$ cat src/rtl/pipe_hazard_ctrl_pkg.sv
// Shared types and constants for the pipeline sequencing controller.
// Contents:
//   REG_AW_DEF - default register-index width
//   ZERO_REG   - index of the hard-wired zero register (never a real hazard)
//   state_t    - controller state (RUN, MEM_WAIT, HALT)
//   act_t      - the single action chosen each cycle; outputs and perf
//                strobes are both decoded from it so they cannot disagree
package pipe_ctrl_pkg;

  localparam int REG_AW_DEF = 5;
  localparam int ZERO_REG   = 0;

  typedef enum logic [1:0] {
    RUN,
    MEM_WAIT,
    HALT
  } state_t;

  typedef enum logic [2:0] {
    ACT_RESET,
    ACT_HALT,
    ACT_FREEZE,
    ACT_BRANCH,
    ACT_JUMP,
    ACT_STALL,
    ACT_PASS
  } act_t;

endpackage

$ cat src/rtl/pipe_hazard_ctrl_perf_cnt.sv
// hazard_perf_cnt: three free-running performance counters for the pipeline
// sequencing controller. Each increments by one on its strobe and wraps
// modulo 2^CNT_W. Only instantiated when HAZ_PERF_CNT_EN is defined.
// Ports:
//   clk, res                     clock, async active-low reset (clears counts)
//   stall_inc, flush_inc, wait_inc  increment strobes
//   stall_cnt, flush_cnt, wait_cnt  counter values
module hazard_perf_cnt #(
  parameter int CNT_W = 32
) (
  input  logic             clk,
  input  logic             res,
  input  logic             stall_inc,
  input  logic             flush_inc,
  input  logic             wait_inc,
  output logic [CNT_W-1:0] stall_cnt,
  output logic [CNT_W-1:0] flush_cnt,
  output logic [CNT_W-1:0] wait_cnt
);

  always_ff @(posedge clk or negedge res) begin
    if (!res) begin
      stall_cnt <= '0;
      flush_cnt <= '0;
      wait_cnt  <= '0;
    end else begin
      if (stall_inc) stall_cnt <= stall_cnt + 1'b1;
      if (flush_inc) flush_cnt <= flush_cnt + 1'b1;
      if (wait_inc)  wait_cnt  <= wait_cnt + 1'b1;
    end
  end

endmodule

$ cat src/rtl/pipe_hazard_ctrl.sv
// pipe_hazard_ctrl: pipeline sequencing controller for the 5-stage core.
// Drives per-stage pipeline-register write enables and flushes: load-use
// bubbles, wrong-path flushes on taken branches/jumps, whole-pipe freeze
// while a data-memory access waits, and a sticky HALT on access timeout.
// Outputs are Mealy (state + current inputs); state is registered.
// Optional feature: define HAZ_PERF_CNT_EN to add stall/flush/wait counters.
// Ports:
//   clk, res                 clock, async active-low reset
//   id_rs, id_rt, id_uses_rt ID-stage source operands
//   id_jump                  jump decoded in ID
//   ex_mem_read, ex_rt       load in EX and its destination
//   ex_branch_taken          branch in EX resolved taken
//   dmem_req, dmem_ack       MEM-stage access handshake
//   pc_we..exmem_we          pipeline-register write enables
//   ifid/idex/memwb_flush    insert a bubble into that register
//   halted, mem_err          HALT indication, sticky timeout flag
//   stall/flush/wait_cnt     perf counters (HAZ_PERF_CNT_EN only)
module pipe_hazard_ctrl
  import pipe_ctrl_pkg::*;
#(
  parameter int REG_AW      = REG_AW_DEF,
  parameter int MEM_TIMEOUT = 16,
  parameter int CNT_W       = 32
) (
  input  logic              clk,
  input  logic              res,
  input  logic [REG_AW-1:0] id_rs,
  input  logic [REG_AW-1:0] id_rt,
  input  logic              id_uses_rt,
  input  logic              id_jump,
  input  logic              ex_mem_read,
  input  logic [REG_AW-1:0] ex_rt,
  input  logic              ex_branch_taken,
  input  logic              dmem_req,
  input  logic              dmem_ack,
  output logic              pc_we,
  output logic              ifid_we,
  output logic              idex_we,
  output logic              exmem_we,
  output logic              ifid_flush,
  output logic              idex_flush,
  output logic              memwb_flush,
  output logic              halted,
  output logic              mem_err
`ifdef HAZ_PERF_CNT_EN
  ,
  output logic [CNT_W-1:0]  stall_cnt,
  output logic [CNT_W-1:0]  flush_cnt,
  output logic [CNT_W-1:0]  wait_cnt
`endif
);

  localparam int TO_W = $clog2(MEM_TIMEOUT);

  if (MEM_TIMEOUT < 2 || CNT_W < 1) begin : g_bad_params
    $error("pipe_hazard_ctrl: MEM_TIMEOUT must be >= 2 and CNT_W >= 1");
  end

  state_t          state;
  logic [TO_W-1:0] to_cnt;
  logic            load_use;
  act_t            adv_act;
  act_t            act;

  // A load into r0 never produces a value, so it cannot cause a hazard.
  assign load_use = ex_mem_read && (ex_rt != REG_AW'(ZERO_REG)) &&
                    ((ex_rt == id_rs) || (id_uses_rt && (ex_rt == id_rt)));

  // Decision when the pipe is allowed to move. The branch outranks the
  // load-use check because the dependent instruction is on the wrong path.
  always_comb begin
    adv_act = ACT_PASS;
    if (ex_branch_taken)  adv_act = ACT_BRANCH;
    else if (id_jump)     adv_act = ACT_JUMP;
    else if (load_use)    adv_act = ACT_STALL;
  end

  always_comb begin
    act = ACT_PASS;
    if (!res) begin
      act = ACT_RESET;
    end else begin
      case (state)
        HALT:     act = ACT_HALT;
        MEM_WAIT: act = dmem_ack ? adv_act : ACT_FREEZE;
        default:  act = (dmem_req && !dmem_ack) ? ACT_FREEZE : adv_act;
      endcase
    end
  end

  always_comb begin
    pc_we       = 1'b1;
    ifid_we     = 1'b1;
    idex_we     = 1'b1;
    exmem_we    = 1'b1;
    ifid_flush  = 1'b0;
    idex_flush  = 1'b0;
    memwb_flush = 1'b0;
    halted      = 1'b0;
    case (act)
      ACT_RESET, ACT_HALT: begin
        pc_we       = 1'b0;
        ifid_we     = 1'b0;
        idex_we     = 1'b0;
        exmem_we    = 1'b0;
        ifid_flush  = 1'b1;
        idex_flush  = 1'b1;
        memwb_flush = 1'b1;
        halted      = (act == ACT_HALT);
      end
      ACT_FREEZE: begin
        // Everything holds; MEM/WB gets a bubble so the stalled access is
        // not retired repeatedly.
        pc_we       = 1'b0;
        ifid_we     = 1'b0;
        idex_we     = 1'b0;
        exmem_we    = 1'b0;
        memwb_flush = 1'b1;
      end
      ACT_BRANCH: begin
        ifid_flush = 1'b1;
        idex_flush = 1'b1;
      end
      ACT_JUMP: begin
        ifid_flush = 1'b1;
      end
      ACT_STALL: begin
        pc_we      = 1'b0;
        ifid_we    = 1'b0;
        idex_flush = 1'b1;
      end
      default: ;
    endcase
  end

  always_ff @(posedge clk or negedge res) begin
    if (!res) begin
      state   <= RUN;
      to_cnt  <= '0;
      mem_err <= 1'b0;
    end else begin
      case (state)
        RUN: begin
          if (dmem_req && !dmem_ack) begin
            state  <= MEM_WAIT;
            to_cnt <= '0;
          end
        end
        MEM_WAIT: begin
          if (dmem_ack) begin
            state <= RUN;
          end else if (to_cnt == TO_W'(MEM_TIMEOUT - 1)) begin
            state   <= HALT;
            mem_err <= 1'b1;
          end else begin
            to_cnt <= to_cnt + 1'b1;
          end
        end
        HALT:    state <= HALT;
        default: state <= RUN;
      endcase
    end
  end

`ifdef HAZ_PERF_CNT_EN
  hazard_perf_cnt #(
    .CNT_W(CNT_W)
  ) u_perf (
    .clk       (clk),
    .res       (res),
    .stall_inc (act == ACT_STALL),
    .flush_inc ((act == ACT_BRANCH) || (act == ACT_JUMP)),
    .wait_inc  (act == ACT_FREEZE),
    .stall_cnt (stall_cnt),
    .flush_cnt (flush_cnt),
    .wait_cnt  (wait_cnt)
  );
`else
  // Counters are absent in this build.
`endif

endmodule

$ cat config.mk
export PLATFORM = sky130hd
export DESIGN_NAME = pipe_hazard_ctrl
export DESIGN_NICKNAME = d
export VERILOG_FILES = /design/src/rtl/pipe_hazard_ctrl_pkg.sv /design/src/rtl/pipe_hazard_ctrl_perf_cnt.sv /design/src/rtl/pipe_hazard_ctrl.sv
export SDC_FILE = /design/constraint.sdc
export NUM_CORES = 1
export LEC_CHECK = 0
export BUFFER_PORTS_ARGS = -buffer_cell sky130_fd_sc_hd__buf_4
export CAP_MARGIN = 0
export CORE_MARGIN = 4
export CORE_UTILIZATION = 45
export CTS_CLUSTER_SIZE = 8
export DETAILED_ROUTE_END_ITERATION = 10
export PLACE_DENSITY = 0.77
export RECOVER_POWER = 25
export SYNTH_ARGS = -nofsm -noshare
export SYNTH_HDL_FRONTEND = slang
export SYNTH_SLANG_ARGS = --single-unit
$ cat constraint.sdc
create_clock -name clk -period 2.3 [get_ports clk]
set_clock_uncertainty 0.2 [all_clocks]
set_input_delay 0.115 -clock clk [delete_from_list [all_inputs] [get_ports clk]]
set_output_delay 0.115 -clock clk [all_outputs]
set_load 0.1 [all_outputs]
After elaboration in Yosys (flattened, before gate mapping)
Index checks and enable logic that the tools add are counted.

$add $sub $neg: 1. Equal/unequal tests: 14. Magnitude comparators: 0. Reductions and logical operators: 18. Shift-type cells: 0. Bitwise gates (word level): 1. Multiply operators: 0. Muxes and demuxes: 21. Divide/modulo/power cells: 0.

Operator list (number): two-way mux 3 bit (4); two-way mux 4 bit (3); OR reduction 4 bit (3); == test 5 bit (2); two-way mux 2 bit (5); one-hot mux 4 bit (2 select lines) (1); == test 3 x 2 -> 1 bit (second input constant) (2); == test 3 bit (second input constant) (2); two-way mux 1 bit (6); inequality test 2 bit (second input constant) (3); one-hot mux 2 bit (3 select lines) (1); one-hot mux 3 bit (2 select lines) (1); nonzero test 5 bit (1); adder 4 x 1 -> 4 bit (second input constant) (1); == test 4 bit (second input constant) (1); logical AND 1 bit (4); AND reduction 4 bit (1); == test 3 x 1 -> 1 bit (second input constant) (1); logical NOT 3 bit (1); inequality test 3 bit (second input constant) (1); AND reduction 3 bit (1); OR reduction 3 bit (1); == test 2 x 1 -> 1 bit (second input constant) (1); == test 2 bit (second input constant) (1); other kinds (7) (7).

RAM bits: 0. Memories: 0. Bits of input ports: 23. Output and inout bits: 9. Flip-flop bits (word level): 7. Bits in read-only memories: 0. Latch bits: 0.

Longest topological paths before layout
Gate-level depths: netlist (run 1).

Depth in word-level cells: 13. Depth in mapped cells: 8. Depth with buffers taken out: 7.

Worst setup path after synthesis (run 1)
Ideal clock, no wire load.

Path kind: flip-flop to output port. From: register state[1]. To: output idex_we. Path slack: -2073 ps. Arrival time: 4058 ps. Data required time: 1985 ps. Stages on the path, launching flop included: 9. Path through: dfrtp_1 > inv_1 > ha_1 > nand2b_1 > a21o_1 > a22oi_1 > nand2b_1 > o21ai_0 > buf_4.

Cells in the longest elaborated chain, start to end: 6. Elaborated cells on any way between the ends: 9. Classes of those cells: eq/ne (4); mux (3); reduce/logical (2).

Ends and longest elaborated chain: from (decl) (line pipe_hazard_ctrl.sv:59) `state_t state;`; from (signal assigned) (line pipe_hazard_ctrl.sv:138) `state <= RUN;`; from (signal assigned) (line pipe_hazard_ctrl.sv:145) `state <= MEM_WAIT;`; from (signal assigned) (line pipe_hazard_ctrl.sv:151) `state <= RUN;`; == test 2 x 1 -> 1 bit / == test 2 bit (equally long branches) (line pipe_hazard_ctrl.sv:83) `case (state)`; one-hot mux 3 bit (2 select lines) * (line pipe_hazard_ctrl.sv:83); two-way mux 3 bit * (line pipe_hazard_ctrl.sv:80) `if (!res) begin`; == test 3 x 1 -> 1 bit, or another cell as far along; OR reduction 3 bit (no source line) *; two-way mux 1 bit *; to (decl) (line pipe_hazard_ctrl.sv:38) `output logic idex_we,`.

Every way passes the cells marked *; elsewhere a longest branch is shown, timed or not.

Worst setup path in the final report (run 1)
From: register state[0]. To: output ifid_we.

Cells in the longest elaborated chain, start to end: 6. Elaborated cells on any way between the ends: 10. Classes of those cells: eq/ne (5); mux (3); reduce/logical (2).

Ends and longest elaborated chain: == test 2 x 1 -> 1 bit / == test 2 bit (equally long branches) (line pipe_hazard_ctrl.sv:83); one-hot mux 3 bit (2 select lines) * (line pipe_hazard_ctrl.sv:83); two-way mux 3 bit * (line pipe_hazard_ctrl.sv:80); == test 3 x 1 -> 1 bit, or another cell as far along (line pipe_hazard_ctrl.sv:100) `case (act)`; OR reduction 4 bit (no source line) *; two-way mux 1 bit * (line pipe_hazard_ctrl.sv:100); to (decl) (line pipe_hazard_ctrl.sv:37) `output logic ifid_we,`.

Marks and branches as above.

==> metrics, run 1 <==
status finished with violations; failing checks negative setup slack; CTS HTree Levels 1; Die Ht 47.53 um; post-DR vias/cell 5.748; Pins Over Slew Limit 0; Cells after Synth 86; sequential-to-total area share from yosys stat 0.2491; via count 891; initial drt markers 32; worst path bufs/invs 4; LEAKAGE 0.6323 nW; most common cell after layout, fill and taps aside buf_4; Cell variety after synth 32; Initial Util 0.4723; IO Count 32; CTS root buffer clkbuf_4; peak supply drop 0.0006939 V; Worst Tran Pin Value 0.7250 ns; worst-path fanout max 4; pre-CTS setup slack -0.04657 ns; # port buffers 31; Worst Hold Slack 0.04820 ns; Tmin final 2.636 ns; clk_lat worst skew 0.25 ns; final hold vios 0; share of the synthesized area in the top cell type 0.2491; CTS tree built; CTS clock-pin slew for the worst setup and hold paths 0.05 ns; CP Data Required Time 1.99 ns; largest net degree at the start of global routing 12; met1 usage 0.2315; ys flop type dfrtp_1; Top Usage Layer GRT met2; Cell Pwr Density 995.6 mW/mm^2; number of global-route vias before repair 835; cells along the critical path inv_2 -> ha_4 -> mux2_4 -> a21oi_4 -> nor3b_4 -> buf_4 -> o22ai_4 -> buf_6 -> buf_12; core box area 0.001489 sq mm; number of cells on the critical path 9; CTS max path bufs 2; final setup margin -0.3356 ns; CP peak stage delay 0.40 ns; Final Setup Violations 8; Detailed Place HPWL 1508 um; gp weighted congestion 0.7102; highest-count cells in the layout ignoring fill and taps 39 x buf_4, 10 x nand2_1, 9 x xor2_1; routing usage on met3 0.06391; first-pass GRT wire length 3436 um; Max Freq 379.4 MHz; unrepaired setup endpoints after global routing true; CP top delay family buffers and inverters; Initial DRT Pass Iterations 4; Post-Route WL 2720 um; Min-Delay Path Class in2async; Tot GR Track Use 0.2197; Antenna Cells 0; GR Layer Usage met2 0.3957; initial antenna violation count 0; arrival time worst endpoint 2.32 ns; FF-to-FF path depth 8; largest cells by area after synthesis dfrtp_1 25%, xor2_1 11%, ha_1 7.1%; grt ovf 0; overall power 1.347 mW; DR DRC count 0; Critical Path Start Type flip-flop; period utilisation layout 1.146; routed length per instance 17.55 um; Mean Syn Cell Area 8.176 sq um; crit path kind reg2out; TritonCTS buffer count 3; num rows 14; Syn Std Cell Area 703.2 sq um; Post-synth EDFFs 0; slowest CP cell dfrtp_1; ANT nets after route 0; Worst slew margin 0.5166; FF+latch count, synth 7; MaxCap Viol Count 0; Synth-to-Final Area Change 92.35%; Die ar. 0.002259 sq mm; Die Width 47.53 um; layout cells sized above 1 0.5252; Synthesized Nets 113; leading area contributor after synthesis dfrtp_1; Synth async-reset ratio 1.000; synth warn 0; Critical Path Sink Type primary output; Clock Sinks 7; post-layout net count 167
[state kept, by name, indices dropped and copies added (netlist names)]
register and cells:
state 2, mem_err 1, to_cnt 4
[path summary, 6_finish.rpt]
check | to | start | slack [ns]
max | ifid_we | state[0] | -0.34
min | to_cnt[3] | res | 0.05
max reg2reg | to_cnt[2] | state[1] | 0.09
min reg2reg | mem_err | mem_err | 0.28
max in group asynchronous | to_cnt[0] | res | 1.71
min in group clk | state[0] | dmem_req | 0.11
[power breakdown]
group          switching (mW)  leakage, nW  internal [mW]
Clock                  0.0477       0.0150         0.0664
Sequential             0.0227       0.0926          0.145
Combinational           0.619        0.525          0.445
[kinds of logic (layout without fill, tap and decap cells)]
kind of cell,after synthesis,count (layout),synth area share
multiplexers,1,1,0.01601
flip-flops,7,7,0.2491
AND/OR/NAND/NOR,29,29,0.2242
buffers and inverters,7,60,0.04804
AO/OA/AOI/OAI,28,28,0.2669
XOR/XNOR,10,10,0.1246
adder cells (fa/ha/maj),4,4,0.07118
[area by class of cell]
class / instances / area [sq um]
sequential: 7 / 175.2
multi-input combinational: 72 / 625.6
clock buffer: 4 / 26.28
tap: 16 / 20.02
inverter: 5 / 18.77
fill: 58 / 136.4
timing repair buffer: 51 / 486.7
[Yosys cell counts, types with 2 or more instances]
cell	n
o21ai_1	2
nand2b_1	4
o21ai_0	8
ha_1	4
buf_4	2
a21o_1	2
o21a_1	2
nor3b_1	3
nor2_1	3
or2_2	2
xor2_1	9
a21oi_1	5
inv_1	5
nand2_1	10
nor3_1	2
dfrtp_1	7
[layer usage]
metal,part of all wire,vias to the layer above
met1,0.37,411
met3,0.064,14
met2,0.52,48
met5,0,-
li1,-,418
met4,0.040,0
[timing repair]
item,4_1_cts,5_1_grt
buffers inserted,5,4
pin swaps,4,3
endpoints found under the hold margin,8,0
setup endpoints to repair,8,8
hold buffers,2,0
resized for setup,22,9
[per-stage QoR]
stage	setup TNS, ns	area [sq um]	std cells	utilization
2_1_floorplan	-1.393	805.8	86	-
3_3_place_gp	-0.02597	1099	140	0.7378
3_5_place_dp	-0.04657	1099	140	0.7378
4_1_cts	-0.9195	1272	151	0.8546
5_1_grt	-2.600	1353	155	0.9084
6_report	-1.887	1353	155	0.9084
(Power assumes the default switching activity.)
==> inputs of run 2 (changes only) <==
--- a/config.mk
+++ b/config.mk
@@ -5,7 +5,7 @@
 export SDC_FILE = /design/constraint.sdc
 export NUM_CORES = 1
 export LEC_CHECK = 0
-export BUFFER_PORTS_ARGS = -buffer_cell sky130_fd_sc_hd__buf_4
+export BUFFER_PORTS_ARGS = -buffer_cell sky130_fd_sc_hd__buf_2
 export CAP_MARGIN = 0
 export CORE_MARGIN = 4
 export CORE_UTILIZATION = 45
@@ -13,6 +13,7 @@
 export DETAILED_ROUTE_END_ITERATION = 10
 export PLACE_DENSITY = 0.77
 export RECOVER_POWER = 25
+export SKIP_LAST_GASP = 1
 export SYNTH_ARGS = -nofsm -noshare
 export SYNTH_HDL_FRONTEND = slang
 export SYNTH_SLANG_ARGS = --single-unit
==> run 2 against run 1 <==
Effect of this change: the flow still finishes with violations (negative setup slack); first-iteration DRC count shrank 59%; via count is 5.3% lower; combinational power barely moved; final area decreased by 5.3%; worst setup slack gained 0.086 ns; sequential cell count unchanged; critical path depth down 1; sequential power down 2%; critical path type unchanged; largest cell class unchanged; largest power group unchanged.
==> metrics, run 2 (same netlist as run 1, synthesis figures left out) <==
ANT nets after route 0 (unchanged); Antenna Cells 0 (unchanged); Min-Delay Path Class in2async (unchanged); Final Setup Violations 8 (unchanged); num rows 14 (unchanged); Critical Path Sink Type primary output (unchanged); gp weighted congestion 0.8073 (was 0.7102); FF-to-FF path depth 8 (unchanged); clk_lat worst skew 0.26 ns (was 0.25 ns); initial antenna violation count 0 (unchanged); # port buffers 31 (unchanged); CTS tree built (unchanged); number of cells on the critical path 8 (was 9); arrival time worst endpoint 2.23 ns (was 2.32 ns); status finished with violations (unchanged); unrepaired setup endpoints after global routing true (unchanged); via count 844 (was 891); Pins Over Slew Limit 0 (unchanged); Max Freq 392.2 MHz (was 379.4 MHz); period utilisation layout 1.109 (was 1.146); routed length per instance 14.79 um (was 17.55 um); DR DRC count 0 (unchanged); Worst Hold Slack 0.04139 ns (was 0.04820 ns); failing checks negative setup slack (unchanged); number of global-route vias before repair 857 (was 835); post-DR vias/cell 5.627 (was 5.748); non-filler cells in the finished layout 150 (was 155); CTS root buffer clkbuf_4 (unchanged); CP most frequent cell a21oi_4; Die Width 47.53 um (unchanged); first-pass GRT wire length 3367 um (was 3436 um); layout cells sized above 1 0.5373 (was 0.5252); worst-path fanout max 4 (unchanged); CTS HTree Levels 1 (unchanged); MaxCap Viol Count 0 (unchanged); Worst Tran Pin Value 0.5931 ns (was 0.7250 ns); LEAKAGE 0.5901 nW (was 0.6323 nW); worst flop-to-flop path startpoint state[0] (was state[1]); r2r setup slk 0.21 ns (was 0.09 ns); Critical Path Start Type flip-flop (unchanged); slowest CP cell dfrtp_1 (unchanged); final hold vios 0 (unchanged); IO Count 32 (unchanged); CTS max path bufs 2 (unchanged); Largest regs to_cnt x4, state x2, mem_err x1 (unchanged); Detailed Place HPWL 1495 um (was 1508 um); TritonCTS buffer count 3 (unchanged); CP top delay family compound AO/OA/AOI/OAI gates (was buffers and inverters); worst path bufs/invs 2 (was 4); Setup crit start state[0] (unchanged); peak supply drop 0.0007987 V (was 0.0006939 V); Initial DRT Pass Iterations 4 (unchanged); final setup margin -0.2499 ns (was -0.3356 ns); most common cell after layout, fill and taps aside buf_2 (was buf_4); RR Endpoint to_cnt[3] (was to_cnt[2]); Die Ht 47.53 um (unchanged); CP Data Required Time 1.99 ns (about the same); core box area 0.001489 sq mm (unchanged); Top reg by flops to_cnt (unchanged); max reg flops 4 (unchanged); Die ar. 0.002259 sq mm (unchanged); Synth-to-Final Area Change 82.21% (was 92.35%); Clock Sinks 7 (unchanged); largest net degree at the start of global routing 12 (unchanged); Worst slew margin 0.6046 (was 0.5166); Tmin final 2.550 ns (was 2.636 ns); CP peak stage delay 0.37 ns (was 0.40 ns); grt ovf 0 (unchanged); cells along the critical path inv_2 -> ha_4 -> mux2_4 -> a21oi_4 -> a21oi_2 -> o311a_4 -> a21oi_4 -> buf_12 (was inv_2 -> ha_4 -> mux2_4 -> a21oi_4 -> nor3b_4 -> buf_4 -> o22ai_4 -> buf_6 -> buf_12); crit path kind reg2out (unchanged); dpl cells 139 (was 140); CTS clock-pin slew for the worst setup and hold paths 0.05 ns (about the same); critical path endpoint ifid_flush (was ifid_we); Cell Pwr Density 1017 mW/mm^2 (was 995.6 mW/mm^2); Initial Util 0.4723 (unchanged); post-layout net count 162 (was 167); highest-count cells in the layout ignoring fill and taps 23 x buf_2, 14 x buf_4, 10 x nand2_1, 9 x xor2_1, 8 x buf_12 (was 39 x buf_4, 10 x nand2_1, 9 x xor2_1); Post-Route WL 2219 um (was 2720 um); initial drt markers 13 (was 32); Tot GR Track Use 0.2153 (was 0.2197)
## run 2: cell count changes in the layout (fill, tap and decap cells not counted), moves of 2 or more
cell,change
buf_4,-25
buf_6,-3
buf_2,+23
nor3b_2,+2
## run 2: metrics by stage
step                      power (mW)  utilization  cell area (sq um)  TNS (ns)  setup WS [ns]
final                          1.303       0.8605               1281    -1.449        -0.2499
after global routing           1.367       0.8605               1281    -1.860        -0.2867
after CTS                      1.242       0.8361               1245    -1.288        -0.2337
after detailed placement       1.010       0.7412               1104         0        0.01053
after global placement        0.9968       0.7412               1104         0        0.04412
after floorplan               0.7818            -              805.8    -1.393        -0.3504
## run 2: layout make-up
cell class,count,area [sq um]
Multi-Input combinational cell,72,650.6
Fill cell,80,207.7
Timing Repair Buffer,46,390.4
Tap cell,16,20.02
Clock buffer,4,26.28
Inverter,5,18.77
Sequential cell,7,175.2
## run 2: worst min path at each step
stage	endpoint	cells past startpoint
after global routing	to_cnt[3]	2
after floorplan	mem_err	0
after global placement	to_cnt[0]	1
after CTS	state[1]	4
after detailed placement	to_cnt[0]	1
final	to_cnt[1]	2
## run 2: report_power, final
part,total (mW),switching [mW],internal [mW]
logic,1.03,0.599,0.426
clock network,0.114,0.0474,0.0663
registers,0.164,0.0193,0.145
total,1.30,0.666,0.638
## run 2: per-layer routing
metal,track usage,share of wire,vias up
met4,0.07527,0.034,0
met3,0.06015,0.058,10
li1,-,-,407
met2,0.4305,0.54,37
met1,0.2050,0.36,390
met5,0,0,-
## run 2: what timing repair did
| action | 4_1_cts | 5_1_grt |
|---|---|---|
| gates resized for setup | 16 | 3 |
| hold buffers | 1 | 0 |
| setup buffers | 3 | 3 |
| endpoints found under the hold margin | 7 | 0 |
| pin swaps | 9 | 3 |
| setup endpoints to repair | 8 | 8 |
## run 2: worst reg2reg max path, stage by stage, from the launching register on
cell	delay (ns)
dfrtp_1	0.39
buf_4	0.16
ha_4	0.16
buf_4	0.15
inv_1	0.08
a311oi_1	0.06
o21ai_1	0.43
o21ai_0	0.17
a22o_1	0.19
